--- config.mk ---
export PLATFORM = sky130hd
export DESIGN_NAME = seqdet_param
export DESIGN_NICKNAME = d
export VERILOG_FILES = /design/src/rtl/seqdet_pkg.sv /design/src/rtl/seqdet_shreg.sv /design/src/rtl/seqdet_param.sv
export SDC_FILE = /design/constraint.sdc
export NUM_CORES = 1
export LEC_CHECK = 0
export ABC_CLOCK_PERIOD_IN_PS = 4050
export BUFFER_PORTS_ARGS = -buffer_cell sky130_fd_sc_hd__buf_2
export CAP_MARGIN = 20
export CORE_AREA = 2 2 53 55
export DETAILED_ROUTE_END_ITERATION = 12
export DIE_AREA = 0 0 55 57
export GPL_ROUTABILITY_DRIVEN = 0
export HOLD_SLACK_MARGIN = 0.05
export PLACE_DENSITY = 0.85
export SETUP_SLACK_MARGIN = 0.4
export SYNTH_ARGS = -nofsm -noshare
export SYNTH_HDL_FRONTEND = slang
export SYNTH_HIERARCHICAL = 1
export SYNTH_SLANG_ARGS = --single-unit
--- constraint.sdc ---
create_clock -name clk -period 4.05 [get_ports clk]
set_clock_uncertainty 0.1 [all_clocks]
set_input_delay 0.81 -clock clk [delete_from_list [all_inputs] [get_ports clk]]
set_output_delay 0.81 -clock clk [all_outputs]
set_load 0.02 [all_outputs]
--- src/rtl/seqdet_pkg.sv ---
// Shared definitions for the parametrised serial pattern detector:
// FSM state encoding and the default maximum pattern length.
package seqdet_pkg;

   localparam int DEF_PAT_W = 8;

   typedef enum logic [1:0] {
      ST_IDLE  = 2'd0,
      ST_FILL  = 2'd1,
      ST_ARMED = 2'd2
   } state_t;

endpackage

--- src/rtl/seqdet_shreg.sv ---
// Serial-in shift register with valid enable, synchronous clear and
// asynchronous active-low reset; newest bit enters at bit 0.
module seqdet_shreg #(
   parameter int W = 8
) (
   input  logic         clk,
   input  logic         reset,
   input  logic         clear,
   input  logic         enable,
   input  logic         din,
   output logic [W-1:0] q
);

   // clear has priority over enable, so a bit presented with clear is dropped
   always_ff @(posedge clk or negedge reset) begin
      if (!reset) begin
         q <= '0;
      end else if (clear) begin
         q <= '0;
      end else if (enable) begin
         q <= {q[W-2:0], din};
      end
   end

endmodule

--- src/rtl/seqdet_param.sv ---
// Runtime-programmable serial pattern detector (pattern, length, overlap).
// Optional saturating match counter enabled by SEQDET_MATCH_COUNT_EN.
module seqdet_param
   import seqdet_pkg::*;
#(
   parameter int PAT_W = DEF_PAT_W,
   parameter int LEN_W = $clog2(PAT_W) + 1
) (
   input  logic             clk,
   input  logic             reset,
   input  logic             clear,
   input  logic             input_valid,
   input  logic             input_bit,
   input  logic [PAT_W-1:0] pattern,
   input  logic [LEN_W-1:0] pat_len,
   input  logic             overlap_en,
   output logic             output_indicator,
   output logic [1:0]       present_state
`ifdef SEQDET_MATCH_COUNT_EN
   ,
   output logic [7:0]       match_count
`endif
);

   // input_valid is a one-way strobe with no back-pressure: every cycle it is
   // high, input_bit is consumed, unless clear is also high (bit discarded).

   state_t           state, state_next;
   logic [PAT_W-1:0] hist, hist_next, mask;
   logic [LEN_W-1:0] fill, fill_next, fill_eff, len_m1;
   logic             len_ok, accept, window_hit, match;
   logic             hist_msb_unused;

   seqdet_shreg #(.W(PAT_W)) u_hist (
      .clk    (clk),
      .reset  (reset),
      .clear  (clear),
      .enable (input_valid),
      .din    (input_bit),
      .q      (hist)
   );

   // The oldest history bit shifts out before any window can reach it.
   assign hist_msb_unused = hist[PAT_W-1];
   assign hist_next       = {hist[PAT_W-2:0], input_bit};

   assign accept = input_valid && !clear;
   assign len_ok = (pat_len != '0) && (int'(pat_len) <= PAT_W);
   assign len_m1 = pat_len - LEN_W'(1);

   // A length change can leave fill above the new window; clamp before use.
   assign fill_eff = (fill > len_m1) ? len_m1 : fill;

   always_comb begin
      mask = '0;
      for (int i = 0; i < PAT_W; i++) begin
         mask[i] = (i < int'(pat_len));
      end
   end

   // State register: FSM state, fill count and the registered match pulse.
   always_ff @(posedge clk or negedge reset) begin
      if (!reset) begin
         state            <= ST_IDLE;
         fill             <= '0;
         output_indicator <= 1'b0;
      end else begin
         state            <= state_next;
         fill             <= fill_next;
         output_indicator <= match;
      end
   end

   // Next-state logic: only accepted bits move the FSM and the fill count.
   always_comb begin
      state_next = state;
      fill_next  = fill;
      if (clear) begin
         state_next = ST_IDLE;
         fill_next  = '0;
      end else if (input_valid) begin
         if (!len_ok) begin
            state_next = ST_IDLE;
            fill_next  = '0;
         end else if (match && !overlap_en) begin
            state_next = ST_IDLE;
            fill_next  = '0;
         end else begin
            fill_next  = fill_eff + LEN_W'(1);
            state_next = (fill_next >= len_m1) ? ST_ARMED : ST_FILL;
         end
      end
   end

   // Output logic: the completing bit is judged against the post-shift window.
   always_comb begin
      window_hit    = (((hist_next ^ pattern) & mask) == '0);
      match         = accept && len_ok && (fill_eff == len_m1) && window_hit;
      present_state = state;
   end

`ifdef SEQDET_MATCH_COUNT_EN
   always_ff @(posedge clk or negedge reset) begin
      if (!reset) begin
         match_count <= '0;
      end else if (clear) begin
         match_count <= '0;
      end else if (match && (match_count != 8'hFF)) begin
         match_count <= match_count + 8'd1;
      end
   end
`endif

endmodule

# After elaboration in Yosys (flattened, before gate mapping)
# Cells that the tools add are included.
# word_totals
ff_bits	14
output_inout_bits	3
# classes
add_sub_neg	2
order_cmp	11
eq_ne	1
muxes	12
bitwise_logic	2
reduce_logical	11
# ops
cell	n
$mux 4	5
$lt 3x4->1 const A	4
$mux 7	2
$mux 2	5
$and 8x8->8	1
$logic_not 8->1	1
$lt 1x4->1 const A	2
$lt 2x4->1 const A	2
$xor 8x8->8	1
$logic_and 1x1->1	6
$add 4x1->4 const B	1
$eq 4x4->1	1
$ge 4x4->1	1
$gt 4x4->1	1
$le 4x4->1 const B	1
$reduce_bool 4->1	1
$sub 4x1->4 const B	1
$logic_not 1->1	2
$reduce_bool 2->1	1

# Longest topological paths before layout
# depth
depth_word	11
depth_mapped	19
depth_no_buf	19

# Cells and area by module
# The synthesis kept the hierarchy.
# modules_own_cells
module	instances	cells_per_inst	area_per_inst_um2	seq_area_each_um2
seqdet_param	1	114	1036.0	175.2
seqdet_shreg	1	26	325.3	200.2

# Worst setup path after synthesis
# Ideal clock, no wire load.
# synth_path
path_kind	input to register
start	input port pat_len[0]
end	register state[1] (netlist: present_state[1])
arrival_time_ns	4.203
path_slack_ns	-0.374
stages	17
cell_sequence	inv_1 > ha_1 > ha_1 > nor2b_1 > o21ai_0 > nor3_1 > or2_2 > o21ai_0 > inv_1 > ha_1 > ha_1 > a21o_1 > a21o_1 > and2b_2 > o2111ai_1 > o211ai_2 > a22o_1
# synth_between
elab_chain_cells	11
elab_cells_between_ends	28
classes_between	add/sub: 2; order compare: 11; eq/ne: 1; mux: 6; bitwise: 1; reduce/logical: 7
# synth_lines
element	line	source
start: declaration	seqdet_param.sv:15	input logic [LEN_W-1:0] pat_len,
branches (longest 8 deep; another with $sub 4x1->4)	n/a	
$mux 2 *	seqdet_param.sv:82	if (!len_ok) begin
$mux 2 *	seqdet_param.sv:81	end else if (input_valid) begin
$mux 2 *	seqdet_param.sv:78	if (clear) begin
end signal: assignment	seqdet_param.sv:68	state <= state_next;
end: declaration	seqdet_param.sv:28	state_t state, state_next;
# Mark *: on every way between the ends. The select of a mux whose other input is x is not followed.
# A chain may end at the register's enable or synchronous reset.

# Worst setup path in the final report
# layout_path
start	input port pat_len[1]
end	register state[1] (netlist: present_state[1])
# Same word-level chain as after synthesis.

==> flow_summary.json <==
{
  "cp.depth": 20,
  "synth_warnings": 6,
  "cts_root_buf": "clkbuf_4",
  "diodes": 0,
  "tightest_slew_ps": 664,
  "p_leak_nw": 0.953,
  "cp-end-kind": "register",
  "crit_chain": "buf_12 > inv_12 > ha_4 > xnor2_4 > ha_2 > nor2_1 > o31a_1 > a31oi_4 > or2_4 > nand2_4 > o21ai_4 > inv_2 > ha_4 > ha_4 > a21o_1 > a21o_1 > and2b_2 > o2111ai_2 > o211ai_2 > a22o_1",
  "setup_viol": 0,
  "slowest_stage": "o31a_1",
  "ctsHoldBuffers": 0,
  "grt_pass1_vias": 1308,
  "max-vdd-ir-drop_v": 0.000236,
  "fin_ws_ps": 194,
  "numCtsBuffers": 3,
  "finalHoldViolCount": 0,
  "cts_max_level": 1,
  "antenna_left": 0,
  "cts_tree": "built",
  "holdWs_ps": 305,
  "portBuffers": 20,
  "rsz0062_at_grt": "true",
  "grtUsageTotal_pct": 24.9,
  "crit_required_ps": 4120,
  "dp.final_hpwl_um": 2610,
  "min_period_ps": 3860,
  "cpLargestDelayFamily": "compound AO/OA/AOI/OAI gates",
  "syn_area_um2": 1320,
  "wl_um": 3670,
  "final_common_cell": "buf_4",
  "hp-class": "in -> async",
  "status": "finished clean",
  "detailroute.via_count": 1267,
  "drtPass1Iterations": 4,
  "grt_overflow": 0,
  "chipWidth_um": 55,
  "area_growth_pct": 48.2,
  "fin_util_pct": 74.9,
  "cts.sink_count": 14,
  "drt-wirelength-per-cell_um": 16.3,
  "coreArea_um2": 2620,
  "start_util_pct": 50.6,
  "drive_above_1_share_pct": 49.0,
  "critPathLaunchType": "input pin",
  "die-area_um2": 3140,
  "slowest_delay_ps": 290,
  "r2r_cells": 15,
  "clkLatencyLatePin_ps": 280,
  "dp.cells": 214,
  "slew_violations": 0,
  "arrival_ps": 3930,
  "rows": 19,
  "finalPower_mw": 0.500,
  "antenna_found_initial": 0,
  "grt_max_degree": 15,
  "syn_inst": 137,
  "crit_fanout": 4,
  "powerDensity_nw_per_um2": 255,
  "final_cell_mix": "buf_4 (36), buf_2 (18), dfrtp_1 (14), nor2_1 (13), xor2_1 (10)",
  "die_y_um": 57,
  "cts_buffer_depth": 2,
  "post-place-ws_ps": -415,
  "max_freq_mhz": 259,
  "drtIter0Drc": 32,
  "grt_pass1_wl_um": 5730,
  "slew_headroom_pct": 54.6,
  "nets": 223,
  "crit_type": "in -> reg",
  "finalCritPeriodShare_pct": 95.2,
  "viasPerCell": 5.63,
  "stdcell_count": 225,
  "cpMostUsedCell": "ha_4",
  "max-cap-violations": 0,
  "clk_pin_slew_ps": 90,
  "cp.buffers_inverters": 3,
  "io_pins": 21,
  "drcViolationCount": 0,
  "synth_nets": 165,
  "synth_area_per_cell_um2": 9.65
}
power breakdown:
part	total [mW]	internal, mW	switching (mW)
clock network	0.100	0.0547	0.0457
registers	0.150	0.144	0.00635
logic	0.249	0.132	0.117
total	0.500	0.331	0.170
timing repair:
action,in CTS,in global routing
endpoints found under the setup margin,6,3
pin swaps,16,4
hold endpoints to repair,0,0
buffers inserted,4,3
gates resized for setup,27,1
registers in the layout, summed over array words and instances (netlist names):
signal and cells:
output_indicator 1, fill 4, present_state 2, u_hist/q 7
layer usage:
metal	track usage [%]	wire length [µm]
met1	27.5	1440
met2	47.1	1990
met3	1.83	146
met4	9.06	83
met5	0	0
layout make-up:
| type | instances | area, µm² |
|---|---|---|
| Fill cell | 173 | 656 |
| Tap cell | 31 | 38.8 |
| Timing Repair Buffer | 57 | 412 |
| Inverter | 9 | 58.8 |
| Sequential cell | 14 | 350 |
| Clock buffer | 4 | 36.3 |
| Multi-Input combinational cell | 110 | 1060 |
final timing paths:
path	start	to	slack [ps]
max	pat_len[1]	present_state[1]	190
min	reset	fill[0]	300
max reg2reg	fill[1]	present_state[1]	520
min reg2reg	present_state[0]	present_state[0]	400
max in group asynchronous	reset	u_hist/q[5]	3310
min in group clk	present_state[0]	present_state[0]	400
per-stage QoR:
stage	setup TNS, ps	area, µm²
after floorplan	-307	1390
after global placement	-456	1720
after detailed placement	-848	1720
after CTS	0	1930
after global routing	0	1960
final	0	1960
(Power assumes the default switching activity.)
